**src/rtl/pixel_tx_framer_pkg.sv**
```systemverilog
`default_nettype none
// ============================================================================
// Module   : pixel_tx_framer_pkg
// Purpose  : Shared header bytes, FSM encoding and byte helpers for the framer.
// Revision : 1.0 - initial release
// ============================================================================
package pixel_tx_framer_pkg;

    localparam logic [7:0] c_HDR_SOF = 8'h50;
    localparam logic [7:0] c_HDR_SOR = 8'h51;
    localparam logic [7:0] c_HDR_EOF = 8'h52;

    typedef enum logic [2:0] {
        ST_IDLE    = 3'd0,
        ST_SOF     = 3'd1,
        ST_SOR     = 3'd2,
        ST_PIX_MSB = 3'd3,
        ST_PIX_LSB = 3'd4,
        ST_PAD_MSB = 3'd5,
        ST_PAD_LSB = 3'd6,
        ST_EOF     = 3'd7
    } state_t;

    function automatic logic [7:0] byte_sel(input logic [15:0] word, input logic hi);
        return hi ? word[15:8] : word[7:0];
    endfunction

endpackage
`default_nettype wire

```
**src/rtl/pixel_tx_framer_pixel_buffer.sv**
```systemverilog
`default_nettype none
// ============================================================================
// Module   : pixel_buffer
// Purpose  : Single-clock 16-bit FIFO with full/empty flags and flush.
// Revision : 1.0 - initial release
// ============================================================================
module pixel_buffer #(
    parameter int PIX_BUF_AW = 4
) (
    input  logic        clk,
    input  logic        rst,
    input  logic        flush,
    input  logic        push,
    input  logic        pop,
    input  logic [15:0] wdata,
    output logic [15:0] rdata,
    output logic        full,
    output logic        empty
);
    localparam logic [PIX_BUF_AW:0] c_FULL = {1'b1, {PIX_BUF_AW{1'b0}}};

    logic [15:0]           r_mem [1 << PIX_BUF_AW];
    logic [PIX_BUF_AW-1:0] r_wr_ptr;
    logic [PIX_BUF_AW-1:0] r_rd_ptr;
    logic [PIX_BUF_AW:0]   r_count;
    logic                  w_pop_ok;
    logic                  w_push_ok;

    // A pop in the same cycle frees the slot, so a push on full still lands
    assign w_pop_ok  = pop && (r_count != '0);
    assign w_push_ok = push && ((r_count != c_FULL) || w_pop_ok);
    assign rdata     = r_mem[r_rd_ptr];
    assign full      = (r_count == c_FULL);
    assign empty     = (r_count == '0);

    always_ff @(posedge clk) begin
        if (w_push_ok) begin
            r_mem[r_wr_ptr] <= wdata;
        end
    end

    always_ff @(posedge clk) begin
        if (rst || flush) begin
            r_wr_ptr <= '0;
            r_rd_ptr <= '0;
            r_count  <= '0;
        end else begin
            if (w_push_ok) r_wr_ptr <= r_wr_ptr + 1'b1;
            if (w_pop_ok)  r_rd_ptr <= r_rd_ptr + 1'b1;
            if (w_push_ok && !w_pop_ok)      r_count <= r_count + 1'b1;
            else if (w_pop_ok && !w_push_ok) r_count <= r_count - 1'b1;
        end
    end

endmodule
`default_nettype wire

```
**src/rtl/pixel_tx_framer.sv**
```systemverilog
`default_nettype none
// ============================================================================
// Module   : pixel_tx_framer
// Purpose  : Packs CCD pixel samples into SOF/SOR/pixel/EOF byte packets.
// Revision : 1.0 - initial release
// ============================================================================
module pixel_tx_framer
    import pixel_tx_framer_pkg::*;
#(
    parameter int         PIX_BUF_AW = 4,
    parameter logic [7:0] HDR_SOF    = c_HDR_SOF,
    parameter logic [7:0] HDR_SOR    = c_HDR_SOR,
    parameter logic [7:0] HDR_EOF    = c_HDR_EOF
) (
    input  logic        clk,
    input  logic        rst,
    input  logic        frame_start,
    input  logic [15:0] frame_rows,
    input  logic [15:0] frame_cols,
    input  logic        frame_end,
    input  logic        pix_valid,
    input  logic [15:0] pix_data,
    output logic [7:0]  tx_wdata,
    output logic        tx_winc,
    input  logic        tx_wfull,
    output logic        busy,
    output logic [7:0]  drop_count
);
    state_t      r_state, w_state_nxt;
    logic [2:0]  r_bidx;
    logic        r_arm, r_busy, r_fe_seen;
    logic [15:0] r_rows, r_cols, r_row, r_col;
    logic [7:0]  r_csum, r_drop;
    logic        w_emit, w_wr, w_start, w_pop, w_flush, w_pix_done;
    logic [7:0]  w_byte;
    logic        w_push, w_drop, w_buf_full, w_buf_empty;
    logic [15:0] w_buf_rdata;

    // Once the EOF trailer starts, further samples belong to no frame
    assign w_push = pix_valid && r_busy && (r_state != ST_EOF);
    assign w_drop = w_push && w_buf_full && !w_pop;

    pixel_buffer #(.PIX_BUF_AW(PIX_BUF_AW)) u_pixel_buffer (
        .clk   (clk),
        .rst   (rst),
        .flush (w_flush),
        .push  (w_push),
        .pop   (w_pop),
        .wdata (pix_data),
        .rdata (w_buf_rdata),
        .full  (w_buf_full),
        .empty (w_buf_empty)
    );

    assign w_wr       = w_emit && !tx_wfull;
    assign tx_winc    = w_wr;
    assign tx_wdata   = w_wr ? w_byte : 8'h00;
    assign busy       = r_busy;
    assign drop_count = r_drop;

    always_comb begin
        w_state_nxt = r_state;
        w_emit      = 1'b0;
        w_byte      = 8'h00;
        w_start     = 1'b0;
        w_pop       = 1'b0;
        w_flush     = 1'b0;
        w_pix_done  = 1'b0;
        case (r_state)
            ST_IDLE: begin
                if (frame_start) begin
                    w_start     = 1'b1;
                    w_state_nxt = ST_SOF;
                end
            end
            ST_SOF: begin
                // r_arm holds off the first header byte for one cycle after start
                w_emit = !r_arm;
                case (r_bidx)
                    3'd0:    w_byte = HDR_SOF;
                    3'd1:    w_byte = byte_sel(r_rows, 1'b1);
                    3'd2:    w_byte = byte_sel(r_rows, 1'b0);
                    3'd3:    w_byte = byte_sel(r_cols, 1'b1);
                    default: w_byte = byte_sel(r_cols, 1'b0);
                endcase
                if (w_emit && !tx_wfull && (r_bidx == 3'd4)) w_state_nxt = ST_SOR;
            end
            ST_SOR: begin
                w_emit = 1'b1;
                case (r_bidx)
                    3'd0:    w_byte = HDR_SOR;
                    3'd1:    w_byte = byte_sel(r_row, 1'b1);
                    default: w_byte = byte_sel(r_row, 1'b0);
                endcase
                if (!tx_wfull && (r_bidx == 3'd2)) w_state_nxt = ST_PIX_MSB;
            end
            ST_PIX_MSB: begin
                if (!w_buf_empty) begin
                    w_emit = 1'b1;
                    w_byte = byte_sel(w_buf_rdata, 1'b1);
                    if (!tx_wfull) w_state_nxt = ST_PIX_LSB;
                end else if (r_fe_seen) begin
                    w_state_nxt = ST_PAD_MSB;
                end
            end
            ST_PIX_LSB: begin
                w_emit = 1'b1;
                w_byte = byte_sel(w_buf_rdata, 1'b0);
                if (!tx_wfull) begin
                    w_pop      = 1'b1;
                    w_pix_done = 1'b1;
                end
            end
            ST_PAD_MSB: begin
                w_emit = 1'b1;
                if (!tx_wfull) w_state_nxt = ST_PAD_LSB;
            end
            ST_PAD_LSB: begin
                w_emit = 1'b1;
                if (!tx_wfull) w_pix_done = 1'b1;
            end
            ST_EOF: begin
                w_emit = 1'b1;
                case (r_bidx)
                    3'd0:    w_byte = HDR_EOF;
                    3'd1:    w_byte = r_csum;
                    default: w_byte = r_drop;
                endcase
                if (!tx_wfull && (r_bidx == 3'd2)) begin
                    w_state_nxt = ST_IDLE;
                    w_flush     = 1'b1;
                end
            end
            default: w_state_nxt = ST_IDLE;
        endcase
        if (w_pix_done) begin
            if (r_col == r_cols - 16'd1) begin
                w_state_nxt = (r_row == r_rows - 16'd1) ? ST_EOF : ST_SOR;
            end else begin
                w_state_nxt = ST_PIX_MSB;
            end
        end
    end

    always_ff @(posedge clk) begin
        if (rst) begin
            r_state   <= ST_IDLE;
            r_bidx    <= 3'd0;
            r_arm     <= 1'b0;
            r_busy    <= 1'b0;
            r_fe_seen <= 1'b0;
            r_rows    <= 16'd0;
            r_cols    <= 16'd0;
            r_row     <= 16'd0;
            r_col     <= 16'd0;
            r_csum    <= 8'h00;
            r_drop    <= 8'h00;
        end else begin
            r_state <= w_state_nxt;
            r_arm   <= w_start;
            if (w_state_nxt != r_state) r_bidx <= 3'd0;
            else if (w_wr)              r_bidx <= r_bidx + 3'd1;
            if (w_start) begin
                r_rows    <= frame_rows;
                r_cols    <= frame_cols;
                r_row     <= 16'd0;
                r_col     <= 16'd0;
                r_csum    <= 8'h00;
                r_drop    <= 8'h00;
                r_busy    <= 1'b1;
                r_fe_seen <= 1'b0;
            end else if (frame_end) begin
                r_fe_seen <= 1'b1;
            end
            if (w_wr && (r_state inside {ST_PIX_MSB, ST_PIX_LSB, ST_PAD_MSB, ST_PAD_LSB})) begin
                r_csum <= r_csum ^ w_byte;
            end
            if (w_pix_done) begin
                if (r_col == r_cols - 16'd1) begin
                    r_col <= 16'd0;
                    if (r_row != r_rows - 16'd1) r_row <= r_row + 16'd1;
                end else begin
                    r_col <= r_col + 16'd1;
                end
            end
            if (w_flush) r_busy <= 1'b0;
            if (w_drop && (r_drop != 8'hFF)) r_drop <= r_drop + 8'd1;
        end
    end

endmodule
`default_nettype wire

```
**config.mk**
```make
export PLATFORM = sky130hd
export DESIGN_NAME = pixel_tx_framer
export DESIGN_NICKNAME = d
export VERILOG_FILES = /design/src/rtl/pixel_tx_framer_pkg.sv /design/src/rtl/pixel_tx_framer_pixel_buffer.sv /design/src/rtl/pixel_tx_framer.sv
export SDC_FILE = /design/constraint.sdc
export NUM_CORES = 1
export LEC_CHECK = 0
export ABC_AREA = 1
export ABC_CLOCK_PERIOD_IN_PS = 3760
export CELL_PAD_IN_SITES_DETAIL_PLACEMENT = 1
export CELL_PAD_IN_SITES_GLOBAL_PLACEMENT = 1
export CORE_MARGIN = 8
export CORE_UTILIZATION = 45
export DETAILED_ROUTE_END_ITERATION = 8
export PLACE_DENSITY = 0.79
export RECOVER_POWER = 50
export SETUP_SLACK_MARGIN = 0.02
export SLEW_MARGIN = 10
export SYNTH_ARGS = -nofsm -noshare
export SYNTH_HDL_FRONTEND = slang
export SYNTH_SLANG_ARGS = --single-unit
```
**constraint.sdc**
```tcl
create_clock -name clk -period 3.76 [get_ports clk]
set_input_delay 0.376 -clock clk [delete_from_list [all_inputs] [get_ports clk]]
set_output_delay 0.376 -clock clk [all_outputs]
set_load 0.01 [all_outputs]
```
=== Word level (Yosys, flattened, before mapping) ===
Memories as Yosys holds them, arrays and structs flattened. A register that Yosys moved wholly into a read port is not among the register bits.
Index checks and enable logic that the tools add are counted.

* $add $sub $neg: 10
* Eq/ne operators: 19
* Muxes and demuxes: 43
* Bitwise operators: 1
* Reduce and logical (&&, ||, !) cells: 35

{| class="wikitable"
|+ Operators with widths
! cell !! count
|-
| $mux W16 || 7
|-
| $mux W8 || 5
|-
| $pmux W8 S5 || 1
|-
| $mux W3 || 11
|-
| $add A16 B1 Y16 const B || 2
|-
| $eq A16 B16 Y1 || 2
|-
| $pmux W8 S2 || 2
|-
| $pmux W8 S4 || 1
|-
| $sub A16 B1 Y16 const B || 2
|-
| $pmux W3 S6 || 1
|-
| $ne A16 B16 Y1 || 1
|-
| $eq A3 B3 Y1 const B || 5
|-
| $logic_and A1 B1 Y1 || 14
|-
| $eq A3 B2 Y1 const B || 4
|-
| $mux W1 || 10
|-
| $mux W5 || 2
|-
| $add A4 B1 Y4 const B || 2
|-
| $add A8 B1 Y8 const B || 1
|-
| $mux W4 || 2
|-
| $ne A8 B8 Y1 const B || 1
|-
| $reduce_bool A2 Y1 || 4
|-
| $reduce_or A2 Y1 || 4
|-
| $xor A8 B8 Y8 || 1
|-
| $eq A3 B1 Y1 const B || 2
|-
| 15 further kinds || 21
|}

* Register bits after elaboration: 102
* Memory bits (writable): 256
* Bits of input ports: 54
* Output and inout port bits: 18
* Logic and storage cells: 123
* Memories: 1

{| class="wikitable"
|+ Memory list
! memory !! words !! bits a word !! rd ports !! clocked after memory_dff !! wr ports !! line !! source
|-
| u_pixel_buffer.r_mem || 16 || 16 || 1 || 1 || 1 || pixel_tx_framer_pixel_buffer.sv:22 || <nowiki>logic [15:0] r_mem [1 << PIX_BUF_AW];</nowiki>
|}

=== Depth between registers and ports, before layout ===
Gate-level depths: netlist of the first run.

* Depth after elaboration: 9
* Gate-level depth with buffers: 18
* Mapped depth without buffers: 18

=== By module ===
A second synthesis of the first run with hierarchy kept.

* Cell total of the unflattened synthesis: 2,058
* Area total of the unflattened synthesis: 17,778.3 µm²

{| class="wikitable"
|+ Modules (own cells, without submodules)
! module !! instances !! cells an instance !! area an instance (µm²) !! seq. area each (µm²)
|-
| pixel_buffer || 1 || 1,032 || 11,358.4 || 8,027.7
|-
| pixel_tx_framer || 1 || 1,026 || 6,419.9 || 1,781.7
|}

=== Worst setup path after synthesis of the first run ===
Ideal clock, no wire load.

* Kind: flip-flop to flip-flop
* Start: register r_state[1]
* End: register u_pixel_buffer.r_count[4]
* Library setup time: 0.119 ns
* Arrival time: 2.521 ns
* Required time: 3.641 ns
* Slack: 1.119 ns
* Cell stages (with the launch flop): 17
* Buffers on the path: 1
* Clock period less this slack: 2.641 ns
* Path through: dfxtp_1 -> buf_2 -> nand2_1 -> nor2_2 -> inv_1 -> nand3_1 -> nor2_2 -> ha_1 -> inv_1 -> fa_1 -> a21o_1 -> a21oi_1 -> nor2_1 -> nor2_1 -> nand2_1 -> o21ai_0 -> a21oi_1

* Longest elaborated chain between the ends: 8
* Elaborated cells on any way between the ends: 16
* Classes of those cells: eq/ne (3); mux (3); reduce/logical (10)

{| class="wikitable"
|+ Ends and longest elaborated chain
! what !! line !! source
|-
| from (decl) || pixel_tx_framer.sv:29 || <nowiki>state_t r_state, w_state_nxt;</nowiki>
|-
| from (signal assigned) || pixel_tx_framer.sv:159 || <nowiki>r_state <= w_state_nxt;</nowiki>
|-
| $eq A3 B3 Y1 || pixel_tx_framer.sv:69 || <nowiki>case (r_state)</nowiki>
|-
| $mux W1 || pixel_tx_framer.sv:69 ||
|-
| $logic_and A1 B1 Y1 || pixel_tx_framer_pixel_buffer.sv:30 || <nowiki>assign w_pop_ok = pop && (r_count != '0);</nowiki>
|-
| $logic_or A1 B1 Y1 || pixel_tx_framer_pixel_buffer.sv:31 || <nowiki>assign w_push_ok = push && ((r_count != c_FULL) || w_pop_ok);</nowiki>
|-
| $logic_and A1 B1 Y1 (*) || pixel_tx_framer_pixel_buffer.sv:31 ||
|-
| named net u_pixel_buffer.w_push_ok || pixel_tx_framer_pixel_buffer.sv:27 || <nowiki>logic w_push_ok;</nowiki>
|-
| $logic_not A1 Y1 || pixel_tx_framer_pixel_buffer.sv:51 || <nowiki>else if (w_pop_ok && !w_push_ok) r_count <= r_count - 1'b1;</nowiki>
|-
| $logic_and A1 B1 Y1 || pixel_tx_framer_pixel_buffer.sv:51 ||
|-
| $reduce_bool A2 Y1 (no line) || n/a ||
|-
| to (signal assigned) || pixel_tx_framer_pixel_buffer.sv:50 || <nowiki>if (w_push_ok && !w_pop_ok) r_count <= r_count + 1'b1;</nowiki>
|-
| to (signal assigned) || pixel_tx_framer_pixel_buffer.sv:51 ||
|-
| to (decl) || pixel_tx_framer_pixel_buffer.sv:25 || <nowiki>logic [PIX_BUF_AW:0] r_count;</nowiki>
|}

Mark *: on every way through the listed nets, which the timed path passes. The rest lies on a longest branch.
A chain may end at the register's enable or synchronous reset.

==> metrics.md, run 1 <==
| Metric | Value |
|---|---|
| I/O pin count | 72 |
| Routed via count | between 10000 and 15000 |
| RSZ-0062 raised after global routing | false |
| Max-cap violations | 0 |
| Power Density | between 400 and 500 nW/um^2 |
| Number of global-route vias before repair | 15000 |
| Clk slew on worst S/H paths | approximately 60 ps |
| # diodes | 0 |
| Die height | between 200 and 250 um |
| CP Class | flip-flop to output port |
| Initial Util | a little under half |
| GRT Total Usage | 24.1% |
| Clk_skew | 21.4 ps |
| Final non-filler cell total | around 2500 |
| Yosys top cell area share | 44.6% |
| Arr. time, crit path | around 3200 ps |
| Post-synth top area cell | edfxtp_1 |
| Hold Fails Final Rpt | 0 |
| EDFF count, synth | approximately 260 |
| Pre-Repair DR Iteration Count | 5 |
| Pins over their slew limit | 0 |
| H-Tree Depth | 2 |
| First-pass GRT wire length | about 84 mm |
| Worst setup EP type | output port |
| Synth top area cells | edfxtp_1 45%, dfxtp_1 12%, nand2_1 8.3% |
| IO buf count | 71 |
| Leakage | about 7.4 nW |
| Hold Path Depth | 3 |
| Yosys warning count | 0 |
| Area growth syn-to-layout | 16.1% |
| Rel. slew slack | less than 1% |
| Hpwl dp | ~37 mm |
| Setup TNS | 0 ps |
| CP required | between 3000 and 4000 ps |
| Total Power | a little over 9 mW |
| Worst Tran Pin Value | between 1000 and 1500 ps |
| Hold WS | 371 ps |
| Fmax | 277 MHz |
| Flops & latches, synth | roughly 360 |
| Final period util | a little over nine tenths |
| Filler cell count | approximately 4300 |
| Antenna Violating Nets Remaining | 0 |
| Root Buffer | clkbuf_16 |
| Largest net degree at the start of global routing | 129 |
| Core area | approximately 38000 sq um |
| Detailed Route Iter0 Violations | 1077 |
| Avg Inst Size Synth | between 9 and 10 sq um |
| Clock sink count | around 360 |
| Die width | roughly 210 um |
| Sequential fraction of the synthesis area | 57.0% |
| Crit-path max FO | ~130 |
| Row count | ~70 |
| Grt ovf | 0 |
| Cts bufs inserted | a little over 40 |
| DRC errors left | 0 |
| CTS tree | yes |
| Initial antenna violation count | 1 |
| Mapped Cells | 1898 |
| CTS Hold Bufs | 0 |
| Outcome | finished, final reports clean |
| Share of cells above drive strength 1 | ~8.5% |
| Post-layout minimum cycle time | between 3000 and 4000 ps |
| Average wire per standard cell | 21.4 um |
| Reg2Reg Depth | 15 |
| Final WL | approximately 54 mm |
| Number of library cell types mapped by synthesis | 50 |
| Full die area | approximately 45000 sq um |
| Syn_nets | a little under 2000 |
| Post-Syn Area | 17200 sq um |
| Top_reg_cell synth | edfxtp_1 |
| Clock Tree Buf Depth | 3 |
| Critical Path Source Type | flip-flop |
| Final setup viols | 0 |
| Nets | 2058 |
| Hold WC Path Type | primary input to flip-flop |
| Vias/cell | around 5.6 |
| Worst skew pair latency | between 500 and 600 ps |
| Placed cells | roughly 2400 |
| Ys async rst share | 0% |
| Worst vdd ir | between 0.0004 and 0.0005 V |
| Placer congestion estimate | between 0.8 and 0.9 |
## kinds of logic after synthesis
kind of cell	count (synthesis)	synth area share, %
compound gates	377	12.9
xor+xnor	36	1.83
fa+ha+maj	20	1.50
buf+inv	241	5.50
flops	362	57.0
simple gates	862	21.4
## path summary, 6_finish.rpt
kind,start,to,slack (ps)
hold reg to reg,u_pixel_buffer.r_rd_ptr[2],flip-flop,480
setup reg to reg,r_state[1],u_pixel_buffer.r_count[4],600
setup / recovery,flip-flop,tx_wdata[3],150
hold / removal,frame_cols[7],r_cols[7],370
## flip-flops by register name, indices dropped and copies added, names as in the netlist, named ones only
| register | flops |
|---|---|
| busy | 1 |
| drop_count | 8 |
| r_arm | 1 |
| r_bidx | 3 |
| r_col | 16 |
| r_cols | 16 |
| r_csum | 8 |
| r_fe_seen | 1 |
| r_row | 16 |
| r_rows | 16 |
| r_state | 3 |
| u_pixel_buffer.r_count | 5 |
| u_pixel_buffer.r_mem | 256 |
| u_pixel_buffer.r_rd_ptr | 4 |
| u_pixel_buffer.r_wr_ptr | 4 |
## cells in the mapped netlist, types with 33 or more instances
master,count
nor2_1,300
dfxtp_1,106
clkbuf_1,55
nand2_1,381
o21ai_0,192
a21oi_1,68
o211ai_1,33
o221ai_1,38
edfxtp_1,256
nand3_1,92
inv_1,156
## layer usage
| metal | global-route usage, % | vias up | routed length [um] |
|---|---|---|---|
| li1 | - | 6667 | - |
| met1 | 29.2 | 6955 | 22800 |
| met2 | 42.0 | 367 | 26400 |
| met3 | 3.52 | 131 | 2480 |
| met4 | 11.2 | 0 | 2490 |
| met5 | 0 | - | 0 |
## area by class of cell
cell class                 count  area, sq um  area share (%)
inverter                     166          633            3.17
timing repair buffer         118         1090            5.46
sequential                   362         9810            49.1
clock buffer                  51         1080            5.42
tap                          511          639            3.20
multi-input combinational   1295         6510            32.5
clock inverter                22          231            1.16
## report_power, final
| group | internal (mW) | switching, mW |
|---|---|---|
| Clock | 2.33 | 1.65 |
| Sequential | 4.31 | 0.0546 |
| Combinational | 0.245 | 0.495 |
| Total | 6.89 | 2.19 |
## what timing repair did
action,4_1_cts,5_1_grt
cloned,0,0
resized for setup,1,11
buffers inserted,0,4
setup endpoints to repair,3,8
## worst max-delay path, cell delays in order, from the launching register on
cell	delay, ps
dfxtp_4	390
buf_16	400
o21ai_0	170
o21ai_0	320
o211ai_1	170
nand2_1	160
nand2_1	90
nand4_1	220
nand2_1	80
inv_1	60
clkdlybuf4s50_1	530
## cell usage in the layout (no fill, tap or decap), types with 5 or more instances in the layout
cell	n
a21oi_1	68
a21oi_2	7
buf_4	40
clkbuf_1	12
clkbuf_16	42
clkdlybuf4s50_1	46
clkinv_1	10
clkinv_2	5
dfxtp_1	104
dlygate4sd3_1	25
edfxtp_1	256
ha_1	19
inv_1	155
inv_2	7
nand2_1	379
nand2_2	5
nand3_1	92
nand3b_1	15
nand4_1	9
nor2_1	287
nor2_2	21
nor2_4	6
nor3_1	19
o211ai_1	33
o21ai_0	191
o221ai_1	38
o22ai_1	20
or2_2	6
xnor2_1	17
xor2_1	19
## per-stage QoR
stage                     setup slack, ps  util [%]  cell area [sq um]
after floorplan                      1120         -              17200
after global placement                638      49.5              18600
after detailed placement              609      49.5              18600
after CTS                            55.3      53.0              20000
after global routing                 18.9      53.1              20000
final                                 146      53.1              20000
Power figures use the tool's default switching activity.
==> run 2, diff against run 1 <==
- CTS_BUF_LIST: unset -> sky130_fd_sc_hd__clkbuf_16
- GPL_TIMING_DRIVEN: unset -> 0
- MAX_ROUTING_LAYER: unset -> met4
==> metrics.md, run 2 (synthesis gave the netlist of run 1 again) <==
| Metric | Value |
|---|---|
| Post-layout minimum cycle time | 3710 ps (was 3610 ps) |
| Antenna Violating Nets Remaining | 0 (unchanged) |
| Reg2Reg Depth | 10 (was 15) |
| CTS tree | yes (unchanged) |
| I/O pin count | 72 (unchanged) |
| Root Buffer | clkbuf_16 (unchanged) |
| Crit-path max FO | 10 (was 128) |
| CP required | 3380 ps (about the same) |
| Rel. slew slack | 15.5% (was 0.801%) |
| Arr. time, crit path | 3330 ps (was 3240 ps) |
| Worst Tran Pin Value | 1260 ps (was 1490 ps) |
| Initial Util | 45.7% (unchanged) |
| Clock sink count | 362 (unchanged) |
| Final period util | 98.6% (was 96.1%) |
| Reg-to-reg startpoint | r_state[0] (was r_state[1]) |
| Hpwl dp | 42.7 mm (was 36.7 mm) |
| Clock Tree Buf Depth | 3 (unchanged) |
| Share of cells above drive strength 1 | 9.44% (was 8.49%) |
| Pre-Repair DR Iteration Count | 6 (was 5) |
| Nets | 2095 (was 2058) |
| Average wire per standard cell | 24.1 um (was 21.4 um) |
| Routed via count | 14800 (was 14100) |
| Power Density | 451 nW/um^2 (was 454 nW/um^2) |
| Hold WC Path Type | primary input to flip-flop (unchanged) |
| First-pass GRT wire length | 93.5 mm (was 84.3 mm) |
| Row count | 71 (unchanged) |
| Fmax | 270 MHz (was 277 MHz) |
| Worst setup EP type | output port (unchanged) |
| Die height | 212 um (unchanged) |
| Max-cap violations | 0 (unchanged) |
| Area growth syn-to-layout | 17.4% (was 16.1%) |
| CP Class | flip-flop to output port (unchanged) |
| Core area | 37700 sq um (unchanged) |
| RSZ-0062 raised after global routing | true (was false) |
| Leakage | 7.57 nW (was 7.42 nW) |
| Largest Register | u_pixel_buffer.r_mem (unchanged) |
| Final setup viols | 0 (unchanged) |
| Outcome | finished, final reports clean (unchanged) |
| Hold Path Depth | 2 (was 3) |
| GRT Total Usage | 28.4% (was 24.1%) |
| Clk_skew | 25.3 ps (was 21.4 ps) |
| Multi-input gate area | 6550 sq um (was 6510 sq um) |
| Die width | 212 um (unchanged) |
| Full die area | 44800 sq um (unchanged) |
| Vias/cell | 5.75 (was 5.59) |
| Util after Layout | 53.7% (was 53.1%) |
| # diodes | 0 (unchanged) |
| Placer congestion estimate | 0.927 (was 0.896) |
| Largest net degree at the start of global routing | 17 (was 129) |
| Critical path endpoint | tx_wdata[1] (was tx_wdata[3]) |
| Number of global-route vias before repair | 15700 (was 15000) |
| Reg2reg setup slack | 420 ps (was 600 ps) |
| Cts bufs inserted | 41 (unchanged) |
| Worst skew pair latency | 590 ps (was 570 ps) |
| Critical Path Source Type | flip-flop (unchanged) |
| Max reg flops | 256 (unchanged) |
| Worst vdd ir | 0.000491 V (was 0.000459 V) |
| Grt ovf | 0 (unchanged) |
| Detailed Route Iter0 Violations | 1232 (was 1077) |
| Final instance area | 20200 sq um (was 20000 sq um) |
| DRC errors left | 0 (unchanged) |
| Final WL | 61.7 mm (was 54.1 mm) |
| Pins over their slew limit | 0 (unchanged) |
| Clk slew on worst S/H paths | 60 ps (about the same) |
| IO buf count | 70 (was 71) |
| Post-Place Cell Area | 18800 sq um (was 18600 sq um) |
| R2r endpoint | u_pixel_buffer.r_mem[9][15] (was u_pixel_buffer.r_count[4]) |
| Filler cell count | 4335 (was 4304) |
| Hold Fails Final Rpt | 0 (unchanged) |
| Commonest non-fill, non-tap cell in the layout | nand2_1 (unchanged) |
| Most frequent cells in the layout | 376 x nand2_1, 286 x nor2_1, 256 x edfxtp_1 (was 379 x nand2_1, 287 x nor2_1, 256 x edfxtp_1) |
| Register area | 9810 sq um (about the same) |
| Initial antenna violation count | 0 (was 1) |
| H-Tree Depth | 2 (unchanged) |
run 2: how the worst min path moves through the flow:
stage | startpoint | end | slack [ps]
CTS | rst | r_col[9] | 210
floorplan | u_pixel_buffer.r_rd_ptr[3] | flip-flop | 440
detailed placement | u_pixel_buffer.r_rd_ptr[3] | flip-flop | 470
finish | rst | r_col[9] | 220
global route | rst | r_col[9] | 240
global placement | r_csum[6] | r_csum[6] | 450
run 2: stage by stage:
step	power [mW]	hold WS, ps	setup slack (ps)	setup TNS [ps]	instances
6_report	9.12	223	53.0	0	2565
5_1_grt	9.38	235	7.02	0	2565
3_3_place_gp	5.15	454	-788	-119800	2479
4_1_cts	9.16	210	27.6	0	2565
3_5_place_dp	5.18	473	145	0	2488
2_1_floorplan	4.90	436	1120	0	1898
run 2: layout make-up:
class | instances | share of cell area, %
plain buffers | 75 | 1.97
flip-flops and latches | 362 | 48.5
repair buffers | 80 | 4.20
inverters | 166 | 3.12
well taps | 511 | 3.16
multi-input cells | 1295 | 32.4
clock inverters | 34 | 1.42
clock buffers | 42 | 5.20
run 2: timing repair:
action / in CTS / in global routing
pin swaps: 0 / 1
gates resized for setup: 34 / 48
hold buffers: 0 / 0
endpoints found under the setup margin: 8 / 8
setup buffers: 1 / 0
gates cloned: 0 / 0
run 2: routing by layer:
layer,share of wire [%],vias up,track usage [%]
li1,-,6741,-
met5,0,-,-
met3,6.4,184,4.11
met1,40,7230,33.4
met4,4.7,0,12.8
met2,49,603,48.1
run 2: report_power, final:
group | switching [mW] | internal, mW
combinational | 0.498 | 0.240
sequential | 0.0541 | 4.31
clock | 1.70 | 2.32
total | 2.26 | 6.87
run 2: critical path, stage by stage, from the launching register on:
cell and delay (ps):
dfxtp_1 320, clkbuf_1 470, clkinvlp_4 300, clkbuf_4 300
o211ai_1 170, nand2_1 210, nand2_1 110, nand4_1 220
nand2_1 130, inv_1 40, clkdlybuf4s50_1 470
